===== src/rtl/draw_tile_param.sv =====
// Tile ROM to VGA pixel-write copier: one pixel per cycle, optional X/Y mirroring, screen-edge clipping.
// Optional colour-key transparency is enabled by defining DRAW_TILE_PARAM_TRANSPARENT_EN.
module draw_tile_param #(
  parameter int TILE_W      = 8,
  parameter int TILE_H      = 8,
  parameter int TILE_BITS   = 4,
  parameter int COLOR_W     = 9,
  parameter int X_W         = 8,
  parameter int Y_W         = 7,
  parameter int SCREEN_W    = 160,
  parameter int SCREEN_H    = 120,
  parameter int MEM_LATENCY = 1,
  parameter int ADDR_W      = TILE_BITS + $clog2(TILE_W * TILE_H)
`ifdef DRAW_TILE_PARAM_TRANSPARENT_EN
  ,
  parameter logic [COLOR_W-1:0] TRANSPARENT_COLOR = COLOR_W'(9'h1FF)
`endif
) (
  input  logic                 Clock,
  input  logic                 Reset,
  input  logic                 Enable,
  input  logic [X_W-1:0]       Xin,
  input  logic [Y_W-1:0]       Yin,
  input  logic [TILE_BITS-1:0] TileSel,
  input  logic                 FlipX,
  input  logic                 FlipY,
  input  logic [COLOR_W-1:0]   DataIn,
  output logic [ADDR_W-1:0]    Address,
  output logic [X_W-1:0]       X,
  output logic [Y_W-1:0]       Y,
  output logic [COLOR_W-1:0]   Color,
  output logic                 VGA_Draw,
  output logic                 Ready,
  output logic                 Done
);

  localparam int CW = $clog2(TILE_W);
  localparam int RW = $clog2(TILE_H);
  localparam logic [CW-1:0] COL_LAST = CW'(TILE_W - 1);
  localparam logic [RW-1:0] ROW_LAST = RW'(TILE_H - 1);

  typedef enum logic [1:0] {S_IDLE, S_FETCH, S_DRAIN} state_t;

  state_t               state;
  logic [CW-1:0]        col;
  logic [RW-1:0]        row;
  logic [CW-1:0]        col_nxt;
  logic [RW-1:0]        row_nxt;
  logic [1:0]           drain_cnt;
  logic                 last_px;
  logic [X_W-1:0]       x_q;
  logic [Y_W-1:0]       y_q;
  logic [TILE_BITS-1:0] tile_q;
  logic                 fx_q;
  logic                 fy_q;

  // Tile dimensions are powers of two, so mirroring is a bitwise invert and
  // the linear ROM address is a plain concatenation.
  function automatic logic [ADDR_W-1:0] rom_addr(input logic [TILE_BITS-1:0] tile,
                                                 input logic fx, input logic fy,
                                                 input logic [CW-1:0] c,
                                                 input logic [RW-1:0] r);
    logic [CW-1:0] cm;
    logic [RW-1:0] rm;
    cm = fx ? ~c : c;
    rm = fy ? ~r : r;
    return {tile, rm, cm};
  endfunction

  function automatic logic in_bounds(input logic [X_W:0] sx, input logic [Y_W:0] sy);
    return (int'(sx) < SCREEN_W) && (int'(sy) < SCREEN_H);
  endfunction

  assign last_px = (col == COL_LAST) && (row == ROW_LAST);

  always_comb begin
    col_nxt = col + CW'(1);
    row_nxt = (col == COL_LAST) ? row + RW'(1) : row;
  end

  always_ff @(posedge Clock) begin
    if (Reset) begin
      state     <= S_IDLE;
      col       <= '0;
      row       <= '0;
      drain_cnt <= '0;
      Address   <= '0;
    end else begin
      case (state)
        S_IDLE: begin
          if (Enable) begin
            state   <= S_FETCH;
            col     <= '0;
            row     <= '0;
            Address <= rom_addr(TileSel, FlipX, FlipY, '0, '0);
          end
        end
        S_FETCH: begin
          if (last_px) begin
            col       <= '0;
            row       <= '0;
            drain_cnt <= '0;
            state     <= (MEM_LATENCY > 0) ? S_DRAIN : S_IDLE;
          end else begin
            col     <= col_nxt;
            row     <= row_nxt;
            Address <= rom_addr(tile_q, fx_q, fy_q, col_nxt, row_nxt);
          end
        end
        S_DRAIN: begin
          if (drain_cnt == 2'(MEM_LATENCY - 1)) state <= S_IDLE;
          else drain_cnt <= drain_cnt + 2'd1;
        end
        default: state <= S_IDLE;
      endcase
    end
  end

  always_ff @(posedge Clock) begin
    if (state == S_IDLE && Enable) begin
      x_q    <= Xin;
      y_q    <= Yin;
      tile_q <= TileSel;
      fx_q   <= FlipX;
      fy_q   <= FlipY;
    end
  end

  // Stage p0: screen position of the address issued this cycle
  logic [X_W:0]   sum_x_p0;
  logic [Y_W:0]   sum_y_p0;
  logic           vld_p0;
  logic           last_p0;
  logic           vis_p0;

  always_comb begin
    sum_x_p0 = {1'b0, x_q} + (X_W+1)'(col);
    sum_y_p0 = {1'b0, y_q} + (Y_W+1)'(row);
    vld_p0   = (state == S_FETCH);
    last_p0  = vld_p0 && last_px;
    vis_p0   = in_bounds(sum_x_p0, sum_y_p0);
  end

  logic           vld_o;
  logic           last_o;
  logic           vis_o;
  logic [X_W-1:0] x_o;
  logic [Y_W-1:0] y_o;

  generate
    if (MEM_LATENCY == 0) begin : g_nodly
      assign vld_o  = vld_p0;
      assign last_o = last_p0;
      assign vis_o  = vis_p0;
      assign x_o    = sum_x_p0[X_W-1:0];
      assign y_o    = sum_y_p0[Y_W-1:0];
    end else begin : g_dly
      logic [MEM_LATENCY:1] vld_p;
      logic [MEM_LATENCY:1] last_p;
      logic [MEM_LATENCY:1] vis_p;
      logic [X_W-1:0]       x_p [1:MEM_LATENCY];
      logic [Y_W-1:0]       y_p [1:MEM_LATENCY];

      // Stages p1..pN: position delayed to line up with the ROM read data
      always_ff @(posedge Clock) begin
        if (Reset) begin
          vld_p  <= '0;
          last_p <= '0;
        end else begin
          vld_p[1]  <= vld_p0;
          last_p[1] <= last_p0;
          for (int i = 2; i <= MEM_LATENCY; i++) begin
            vld_p[i]  <= vld_p[i-1];
            last_p[i] <= last_p[i-1];
          end
        end
      end

      always_ff @(posedge Clock) begin
        vis_p[1] <= vis_p0;
        x_p[1]   <= sum_x_p0[X_W-1:0];
        y_p[1]   <= sum_y_p0[Y_W-1:0];
        for (int i = 2; i <= MEM_LATENCY; i++) begin
          vis_p[i] <= vis_p[i-1];
          x_p[i]   <= x_p[i-1];
          y_p[i]   <= y_p[i-1];
        end
      end

      assign vld_o  = vld_p[MEM_LATENCY];
      assign last_o = last_p[MEM_LATENCY];
      assign vis_o  = vis_p[MEM_LATENCY];
      assign x_o    = x_p[MEM_LATENCY];
      assign y_o    = y_p[MEM_LATENCY];
    end
  endgenerate

  logic opaque;
`ifdef DRAW_TILE_PARAM_TRANSPARENT_EN
  assign opaque = (DataIn != TRANSPARENT_COLOR);
`else
  assign opaque = 1'b1;
`endif

  // Output stage: coordinates forced to zero when no pixel is in flight
  assign Color    = DataIn;
  assign VGA_Draw = vld_o && vis_o && opaque;
  assign X        = vld_o ? x_o : '0;
  assign Y        = vld_o ? y_o : '0;
  assign Done     = last_o;
  assign Ready    = (state == S_IDLE);

endmodule

===== config.mk =====
export PLATFORM = sky130hd
export DESIGN_NAME = draw_tile_param
export DESIGN_NICKNAME = d
export VERILOG_FILES = /design/src/rtl/draw_tile_param.sv
export SDC_FILE = /design/constraint.sdc
export NUM_CORES = 1
export LEC_CHECK = 0
export BUFFER_PORTS_ARGS = -buffer_cell sky130_fd_sc_hd__buf_2
export CORE_ASPECT_RATIO = 1.2
export CORE_MARGIN = 2
export CORE_UTILIZATION = 40
export DETAILED_ROUTE_END_ITERATION = 8
export PLACE_DENSITY = 0.71
export SETUP_SLACK_MARGIN = 0.4
export SLEW_MARGIN = 5
export SYNTH_ARGS = -nofsm -noshare
export SYNTH_HDL_FRONTEND = slang
export SYNTH_SLANG_ARGS = --single-unit

===== constraint.sdc =====
create_clock -name Clock -period 2.36 [get_ports Clock]
set_input_delay 0.118 -clock Clock [delete_from_list [all_inputs] [get_ports Clock]]
set_output_delay 0.118 -clock Clock [all_outputs]
set_load 0.01 [all_outputs]

==> flow_summary.toml, run 1 <==
[global_route]
grt_overflow = 0
antenna_found_initial = 0
grt_pass1_wl_um = 8120
grt_pass1_vias = 1829
grt_start_max_net_pins = 22
track_usage = 0.149

[yosys]
synth-main-ff-cell = "dfxtp_1"
synth_area_per_cell_um2 = 11.1
synth_edf_count = 21
synth_seq_area_share = 0.531
async_flop_share = 0
synth-seq-cells = 59
synth_nets = 281
syn-cell-area_um2 = 2620
yosysWarnings = 0
syn-instance-count = 235
synth_cell_types = 40

[layout]
final_nets = 349
drive_gt1_frac = 0.250
fillCellCount = 580
syn_to_final_growth_pct = 25.2
final_cells = 393
n_antenna_cell = 0

[drt]
vias = 1860
wirelength_um = 4880
postRouteAntennaNets = 0
post_drt_via_cell_ratio = 4.73
drt_drc_violations_left = 0
drtPass1Iterations = 4
wl_per_cell_um = 12.4
drt_iter0_markers = 44

[clock_tree]
htreeDepth = 3
clkLatencyLatePin_ps = 330
numCtsBuffers = 9
cts_tree = "yes"
cts-root-buf = "clkbuf_8"
clockBufferDepth = 2
cts.sinks = 59
clk_pin_slew_ps = 70

[placement]
dpl.hpwl_um = 3330
io_buffers = 51
place_inst = 356
gp_congestion = 0.756

[timing]
final_period_minus_worst_setup_slack_ps = 1860
maxSlewViolCount = 0
fin_setup_tns_ps = 0
skew_ps = 6.03
rsz0062_at_grt = "false"
final.period_utilization = 0.789
final_hold_viol_count = 0
hold_ws_ps = 198
timing.fmax_mhz = 537
worst_pin_slew_ps = 437
setup_viol = 0
max-slew-margin-rel = 0.709

[setup_path]
crit_type = "reg2reg"
cp_data_required_time_ps = 2610
setup.worst_path.start_class = "register"
r2r_start = "col[0]"
worst-path-max-fanout = 4
rr_worst_depth = 6
end_kind = "register"
reg2reg_to = "g_dly.vis_p"
ff2ff_setup_slack_ps = 500
crit_arrival_ps = 2110

[power_and_ir_drop]
power.share.sequential = 0.515
power.share.combinational = 0.100
p_int_mw = 1.70
power_leakage_nw = 1.39
switching_share = 0.239
p_per_area_nw_per_um2 = 681
power_switching_mw = 0.533
irDropWorstVdd_mv = 0.334
clkPwrFrac = 0.385

[flow_run]
cap_violations = 0

[worst_hold_path]
min-delay-start = "Reset"
min_to = "state[1]"
hold-path-cell-count = 2
min_path_type = "in2reg"

[floorplanning]
die_y_um = 92.6
io_pins = 70
dieArea_um2 = 7210
coreArea_um2 = 6370
initial_core_util = 0.411
die_width_um = 77.9
row_count = 32

[run_status]
outcome = "complete, no violations"
critical path, stage by stage (launching register included):
cell and delay (ps):
dfxtp_1 360, ha_1 260, fa_1 440, a21oi_2 190
nor2_1 50, o311a_1 290, a211oi_1 190
cell usage after synthesis, types with 2 or more instances:
library cell  instances  area (um2)
o21ai_0               2        10.0
a22oi_1               5        37.5
buf_2                 3        15.0
a211oi_1              5        37.5
and2_1               18         113
a21oi_1               9        45.0
nand2_1              16        60.1
clkbuf_1              3        11.3
xnor2_1              14         123
dfxtp_1              38         761
nand2b_1              5        31.3
o211ai_1              2        15.0
nand3_1               2        10.0
fa_1                  2        40.0
nor2_1               27         101
a311oi_2              5        75.1
mux2i_1               5        50.1
a21o_1                3        22.5
xor2_1                4        35.0
ha_1                 11         138
inv_1                 7        26.3
buf_4                 9        67.6
nor2b_1               2        12.5
edfxtp_1             21         631
buf_6                 2        22.5
cell type report:
type                       count  area (um2)  area share
timing repair buffer          74         480       0.147
sequential                    59        1390       0.425
multi-input combinational    152        1090       0.333
clock buffer                   9         124      0.0378
inverter                       7        26.3     0.00801
clock inverter                 7        58.8      0.0179
tap                           85         106      0.0324
layer usage:
layer  vias to the layer above  GRT usage  routed length (um)
met5                         -          0                   0
met4                         0     0.0848                  98
met3                         8     0.0487                 283
met2                        49      0.247                2440
met1                       854      0.167                2060
li1                        949          -                   -
worst max path at each step:
| stage | from | to | slack, ps | cells after the start |
|---|---|---|---|---|
| after CTS | col[0] | g_dly.vis_p | 430 | 6 |
| after detailed placement | col[0] | g_dly.vis_p | 450 | 6 |
| final | col[0] | g_dly.vis_p | 500 | 6 |
| after global placement | col[0] | g_dly.vis_p | 520 | 6 |
| after floorplan | col[0] | g_dly.vis_p | 580 | 6 |
| after global routing | row[0] | g_dly.vis_p | 400 | 7 |
through the flow:
| stage | util | power [mW] | worst slack [ps] | area, um2 |
|---|---|---|---|---|
| 2_1_floorplan | - | 1.31 | 584 | 2620 |
| 3_3_place_gp | 0.452 | 1.37 | 516 | 2880 |
| 3_5_place_dp | 0.452 | 1.37 | 454 | 2880 |
| 4_1_cts | 0.514 | 2.26 | 431 | 3270 |
| 5_1_grt | 0.515 | 2.34 | 402 | 3280 |
| 6_report | 0.515 | 2.23 | 499 | 3280 |
registers in the layout, indices dropped and copies added, names as in the netlist:
name / count
g_dly.y_p: 7
drain_cnt: 2
tile_q: 4
x_q: 8
Done: 1
fx_q: 1
g_dly.vld_p: 1
state: 2
g_dly.x_p: 8
fy_q: 1
row: 3
Address: 10
col: 3
g_dly.vis_p: 1
y_q: 7
power by group through the flow:
stage	Clock [mW]	Combinational, mW	Sequential, mW
floorplan	0	0.140	1.17
global placement	0	0.195	1.17
detailed placement	0	0.198	1.17
CTS	0.886	0.226	1.15
global route	0.933	0.247	1.16
finish	0.859	0.223	1.15
cells by family (layout without fill, tap and decap cells):
| logic type | Yosys count | after routing | synth area share |
|---|---|---|---|
| AO/OA/AOI/OAI | 40 | 40 | 0.124 |
| XOR/XNOR | 18 | 18 | 0.0602 |
| adder cells (fa/ha/maj) | 13 | 13 | 0.0678 |
| buffers and inverters | 24 | 97 | 0.0545 |
| flip-flops | 59 | 59 | 0.531 |
| multiplexers | 5 | 5 | 0.0191 |
| AND/OR/NAND/NOR | 76 | 76 | 0.143 |
repair_timing:
action	4_1_cts	5_1_grt
hold buffers	21	0
setup endpoints to repair	0	3
setup buffers	0	0
resized for setup	0	3
endpoints found under the hold margin	21	0
placed cells by master (no fill, tap or decap), types with 2 or more instances in the layout:
| cell | n |
|---|---|
| nand2b_1 | 5 |
| a21o_1 | 3 |
| o211ai_1 | 2 |
| nand2_1 | 16 |
| dfxtp_1 | 37 |
| a311oi_2 | 5 |
| ha_1 | 10 |
| xor2_1 | 4 |
| a21oi_1 | 8 |
| a211oi_1 | 5 |
| clkinv_1 | 3 |
| buf_2 | 51 |
| xnor2_1 | 14 |
| nand3_1 | 2 |
| dlygate4sd3_1 | 21 |
| edfxtp_1 | 21 |
| clkbuf_8 | 9 |
| fa_1 | 2 |
| buf_4 | 2 |
| inv_1 | 7 |
| nor2_1 | 27 |
| mux2i_1 | 5 |
| and2_1 | 18 |
| clkinv_2 | 2 |
| o21ai_0 | 2 |
| a22oi_1 | 5 |
| nor2b_1 | 2 |
Note: power is estimated with default switching activity, not from simulation.
==> inputs of run 2 (changes only) <==
- PLACE_DENSITY: 0.71 -> 0.74
- clock period: 2.36 -> 1.53 ns (I/O delays scaled with it)
==> run 2 against run 1 <==
Effect of this change:
- the run now ends with negative setup slack left
- clock skew grew 3.9 ps
- clock power grew 39%
- routed wire length grew 39%
- register-to-register slack got worse by 630 ps
- hold slack worse by 86 ps
- first-iteration DRC count is 86% higher
- sequential cell count did not move
- sequential power rose by 56%
- die area stayed put
- fmax is 12% higher
==> flow_summary.toml, run 2 (same netlist as run 1, synthesis figures left out) <==
[run_status]
outcome = "complete, but fails checks"
violations = "negative setup slack"

[timing]
final_period_minus_worst_setup_slack_ps = 1660
fin_setup_tns_ps = -601
worst_pin_slew_ps = 381
hold_ws_ps = 112
maxSlewViolCount = 0
timing.fmax_mhz = 603
skew_ps = 9.95
final_hold_viol_count = 0
final.period_utilization = 1.08
layout_setup_ws_ps = -128
max-slew-margin-rel = 0.746
rsz0062_at_grt = "true"
setup_viol = 11

[clock_tree]
numCtsBuffers = 9
clk_pin_slew_ps = 70
htreeDepth = 3
clkLatencyLatePin_ps = 330
clockBufferDepth = 2
cts.sinks = 59
cts-root-buf = "clkbuf_8"
cts_tree = "yes"

[setup_path]
cp_data_required_time_ps = 1780
setup.worst_path.start_class = "register"
crit_type = "reg2reg"
crit_arrival_ps = 1910
end_kind = "register"
worst-path-max-fanout = 2
max_stage_delay_ps = 360
crit_slowest_cell = "edfxtp_1"
path_cells = "ha_4, inv_2, fa_2, nand2b_4, a221oi_4, o2bb2ai_2, a211oi_2"

[power_and_ir_drop]
irDropWorstVdd_mv = 0.610
p_per_area_nw_per_um2 = 831
power_leakage_nw = 1.73

[drt]
postRouteAntennaNets = 0
drt_iter0_markers = 82
vias = 2139
post_drt_via_cell_ratio = 4.94
drt_drc_violations_left = 0
drtPass1Iterations = 4
wirelength_um = 6790
wl_per_cell_um = 15.7

[worst_hold_path]
min_path_type = "in2reg"

[global_route]
grt_start_max_net_pins = 17
grt_pass1_wl_um = 9970
track_usage = 0.182
grt_overflow = 0
antenna_found_initial = 0
grt_pass1_vias = 2158

[floorplanning]
io_pins = 70
coreArea_um2 = 6370
initial_core_util = 0.411
die_y_um = 92.6
die_width_um = 77.9
dieArea_um2 = 7210
row_count = 32

[layout]
largest_reg_flops = 10
syn_to_final_growth_pct = 63.6
final_cell_mix = "35 x buf_2, 34 x buf_6, 30 x dfxtp_1"
fillCellCount = 403
layout_commonest_cell = "buf_2"
final_nets = 389
largest_register = "Address"
n_antenna_cell = 0
top_regs = "Address (10), g_dly.x_p (8), x_q (8)"
drive_gt1_frac = 0.560

[flow_run]
cap_violations = 0

[placement]
gp_congestion = 0.759
io_buffers = 51
dpl.hpwl_um = 3590
## run 2: metal layers
layer	share of wire	vias to the layer above	wire, um	track usage
met5	0	-	0	0
met4	0.014	0	95	0.0804
met3	0.056	9	383	0.0585
met2	0.55	71	3730	0.310
met1	0.38	1027	2590	0.208
li1	-	1032	-	-
## run 2: worst paths after layout
path,start,to,slack [ps],cells past startpoint
hold reg to reg,Address[2],Address[2],480,2
setup / recovery,y_q[0],g_dly.vis_p,-130,7
hold / removal,Reset,drain_cnt[1],110,2
setup reg to reg,y_q[0],g_dly.vis_p,-130,7
## run 2: layout make-up
| type | instances | area (um2) | share of cell area |
|---|---|---|---|
| Multi-Input combinational cell | 155 | 1560 | 0.365 |
| Clock buffer | 13 | 149 | 0.0348 |
| Sequential cell | 59 | 1410 | 0.330 |
| Inverter | 7 | 26.3 | 0.00613 |
| Timing Repair Buffer | 111 | 1010 | 0.236 |
| Tap cell | 85 | 106 | 0.0248 |
| Clock inverter | 3 | 15.0 | 0.00350 |
## run 2: metrics by stage
step	util	area (um2)	setup WS [ps]	std cells	total power, mW
finish	0.673	4280	-128	433	3.56
global route	0.673	4280	-225	433	3.70
CTS	0.616	3920	-139	428	3.48
detailed placement	0.493	3140	-172	375	2.16
global placement	0.493	3140	-118	375	2.15
floorplan	-	2730	-118	235	2.04
## run 2: repair_timing
item | in CTS | in global routing
pin swaps | 30 | 25
gates cloned | 6 | 0
hold buffers | 21 | 0
resized for setup | 57 | 70
endpoints found under the hold margin | 21 | 0
setup buffers | 10 | 5
endpoints found under the setup margin | 72 | 67
## run 2: critical path, delay by kind of cell (launching register included)
| kind | cells | cell delay (ps) |
|---|---|---|
| AOI/OAI and AO/OA | 3 | 540 |
| adders and majority gates | 2 | 480 |
| buffers and inverters | 1 | 30 |
| DFF | 1 | 360 |
| and+or+nand+nor | 1 | 160 |
## run 2: report_power, final
group,switching [mW],leakage [nW],internal [mW]
Clock,0.563,0.0872,0.625
Sequential,0.0702,0.520,1.72
Combinational,0.258,1.12,0.326
Total,0.891,1.73,2.67
==> inputs of run 3 (changes only) <==
- REMOVE_ABC_BUFFERS: not set -> 1
==> run 3 against run 2 <==
Effect of this change:
- the run still ends with negative setup slack left
- combinational power about the same
- clock power up 34%
- non-clock buffer count up 8
- via count up 1.7%
- sequential power about the same
- die area unchanged
- utilization up 1.4 points
- worst setup slack worse by 69 ps
- critical path type unchanged
- largest cell class unchanged
- largest power group unchanged
==> flow_summary.toml, run 3 (same netlist as run 1, synthesis figures left out) <==
[run_status]
violations = "negative setup slack"
outcome = "complete, but fails checks"

[layout]
fillCellCount = 421
drive_gt1_frac = 0.544
final_cell_mix = "38 x buf_6, 35 x buf_2, 31 x dfxtp_1"
largest_register = "Address"
final_nets = 394
final_cells = 438
largest_reg_flops = 10
layout_commonest_cell = "buf_6"
final-seq-area_um2 = 1410
multi_input_area_um2 = 1460
top_regs = "Address (10), g_dly.x_p (8), x_q (8)"
finalCoreUtilization = 0.687
syn_to_final_growth_pct = 67.0
n_antenna_cell = 0

[placement]
place_inst = 376
dpl.hpwl_um = 3580
gp_congestion = 0.801
pre_cts_slack_ps = -263
io_buffers = 51

[global_route]
antenna_found_initial = 0
grt_pass1_vias = 2115
grt_start_max_net_pins = 17
track_usage = 0.183
grt_overflow = 0
grt_pass1_wl_um = 10000

[setup_path]
crit_arrival_ps = 1990
cp_data_required_time_ps = 1790
setup.worst_path.start_class = "register"
end_kind = "register"
rr_worst_depth = 6
ff2ff_setup_slack_ps = -200
critPathBufInv = 0
crit_type = "reg2reg"
r2r_start = "x_q[0]"
crit_family = "compound AO/OA/AOI/OAI gates"
path_cells = "ha_2, fa_2, a21oi_2, nor2_1, o311a_1, a211oi_2"
worst-path-max-fanout = 2
reg2reg_to = "g_dly.vis_p"
max_stage_delay_ps = 370
crit_slowest_cell = "edfxtp_1"

[floorplanning]
io_pins = 70
dieArea_um2 = 7210
die_width_um = 77.9
die_y_um = 92.6
row_count = 32
coreArea_um2 = 6370
initial_core_util = 0.411

[power_and_ir_drop]
totalPowerFinal_mw = 3.96
irDropWorstVdd_mv = 0.582
power_leakage_nw = 1.81
p_per_area_nw_per_um2 = 906

[clock_tree]
clk_pin_slew_ps = 60
cts.sinks = 59
cts-root-buf = "clkbuf_8"
numCtsBuffers = 9
clockBufferDepth = 2
clkLatencyLatePin_ps = 340
cts_tree = "yes"
htreeDepth = 3

[drt]
postRouteAntennaNets = 0
wl_per_cell_um = 16.4
drt_drc_violations_left = 0
drt_iter0_markers = 86
wirelength_um = 7200
drtPass1Iterations = 4
vias = 2176
post_drt_via_cell_ratio = 4.97

[timing]
final_hold_viol_count = 0
final.period_utilization = 1.13
final_period_minus_worst_setup_slack_ps = 1730
max-slew-margin-rel = 0.702
hold_ws_ps = 147
skew_ps = 8.84
layout_setup_ws_ps = -197
maxSlewViolCount = 0
timing.fmax_mhz = 579
worst_pin_slew_ps = 445
rsz0062_at_grt = "true"
setup_viol = 20

[flow_run]
cap_violations = 0

[worst_hold_path]
min_to = "state[1]"
hold-path-cell-count = 2
min_path_type = "in2reg"
min-delay-start = "Reset"
[run 3: area by class of cell]
| cell class | instances | share of cell area |
|---|---|---|
| multi-input cells | 152 | 0.335 |
| flip-flops and latches | 59 | 0.322 |
| repair buffers | 119 | 0.260 |
| clock buffers | 13 | 0.0438 |
| well taps | 85 | 0.0243 |
| clock inverters | 3 | 0.00915 |
| inverters | 7 | 0.00601 |
[run 3: worst register-to-register path: cells and delay by family, from the launching register on]
kind / cells / cell delay (ps)
AOI/OAI and AO/OA: 3 / 660
adders and majority gates: 2 / 570
and+or+nand+nor: 1 / 60
DFF: 1 / 370
[run 3: how the worst max path moves through the flow]
stage                     startpoint          end  slack (ps)  cells past startpoint
final                         x_q[0]  g_dly.vis_p        -200                      6
after global placement        x_q[0]  g_dly.vis_p        -200                      6
after global routing          x_q[0]  g_dly.vis_p        -280                      6
after CTS                     x_q[0]  g_dly.vis_p        -160                      6
after floorplan               col[0]   Address[0]        -390                      5
after detailed placement      x_q[0]  g_dly.vis_p        -260                      6
[run 3: per-stage QoR]
step | cell area [um2] | setup TNS, ps
floorplan | 2500 | -4110
finish | 4370 | -1210
global route | 4370 | -2390
detailed placement | 3050 | -2910
global placement | 3050 | -1280
CTS | 3860 | -905
[run 3: report_power, final]
part / internal, mW / switching [mW]
Clock: 0.989 / 0.606
Sequential: 1.72 / 0.0655
Combinational: 0.335 / 0.248
[run 3: repair_timing]
action,CTS,global route
endpoints found under the setup margin,72,63
gates cloned,2,4
resized for setup,63,72
hold buffers,21,0
hold endpoints to repair,21,0
pin swaps,16,26
setup buffers,6,13
[run 3: routing by layer]
metal | routed length, um | track usage
met3 | 391 | 0.0536
met2 | 3890 | 0.310
met1 | 2600 | 0.204
met4 | 306 | 0.106
met5 | 0 | 0
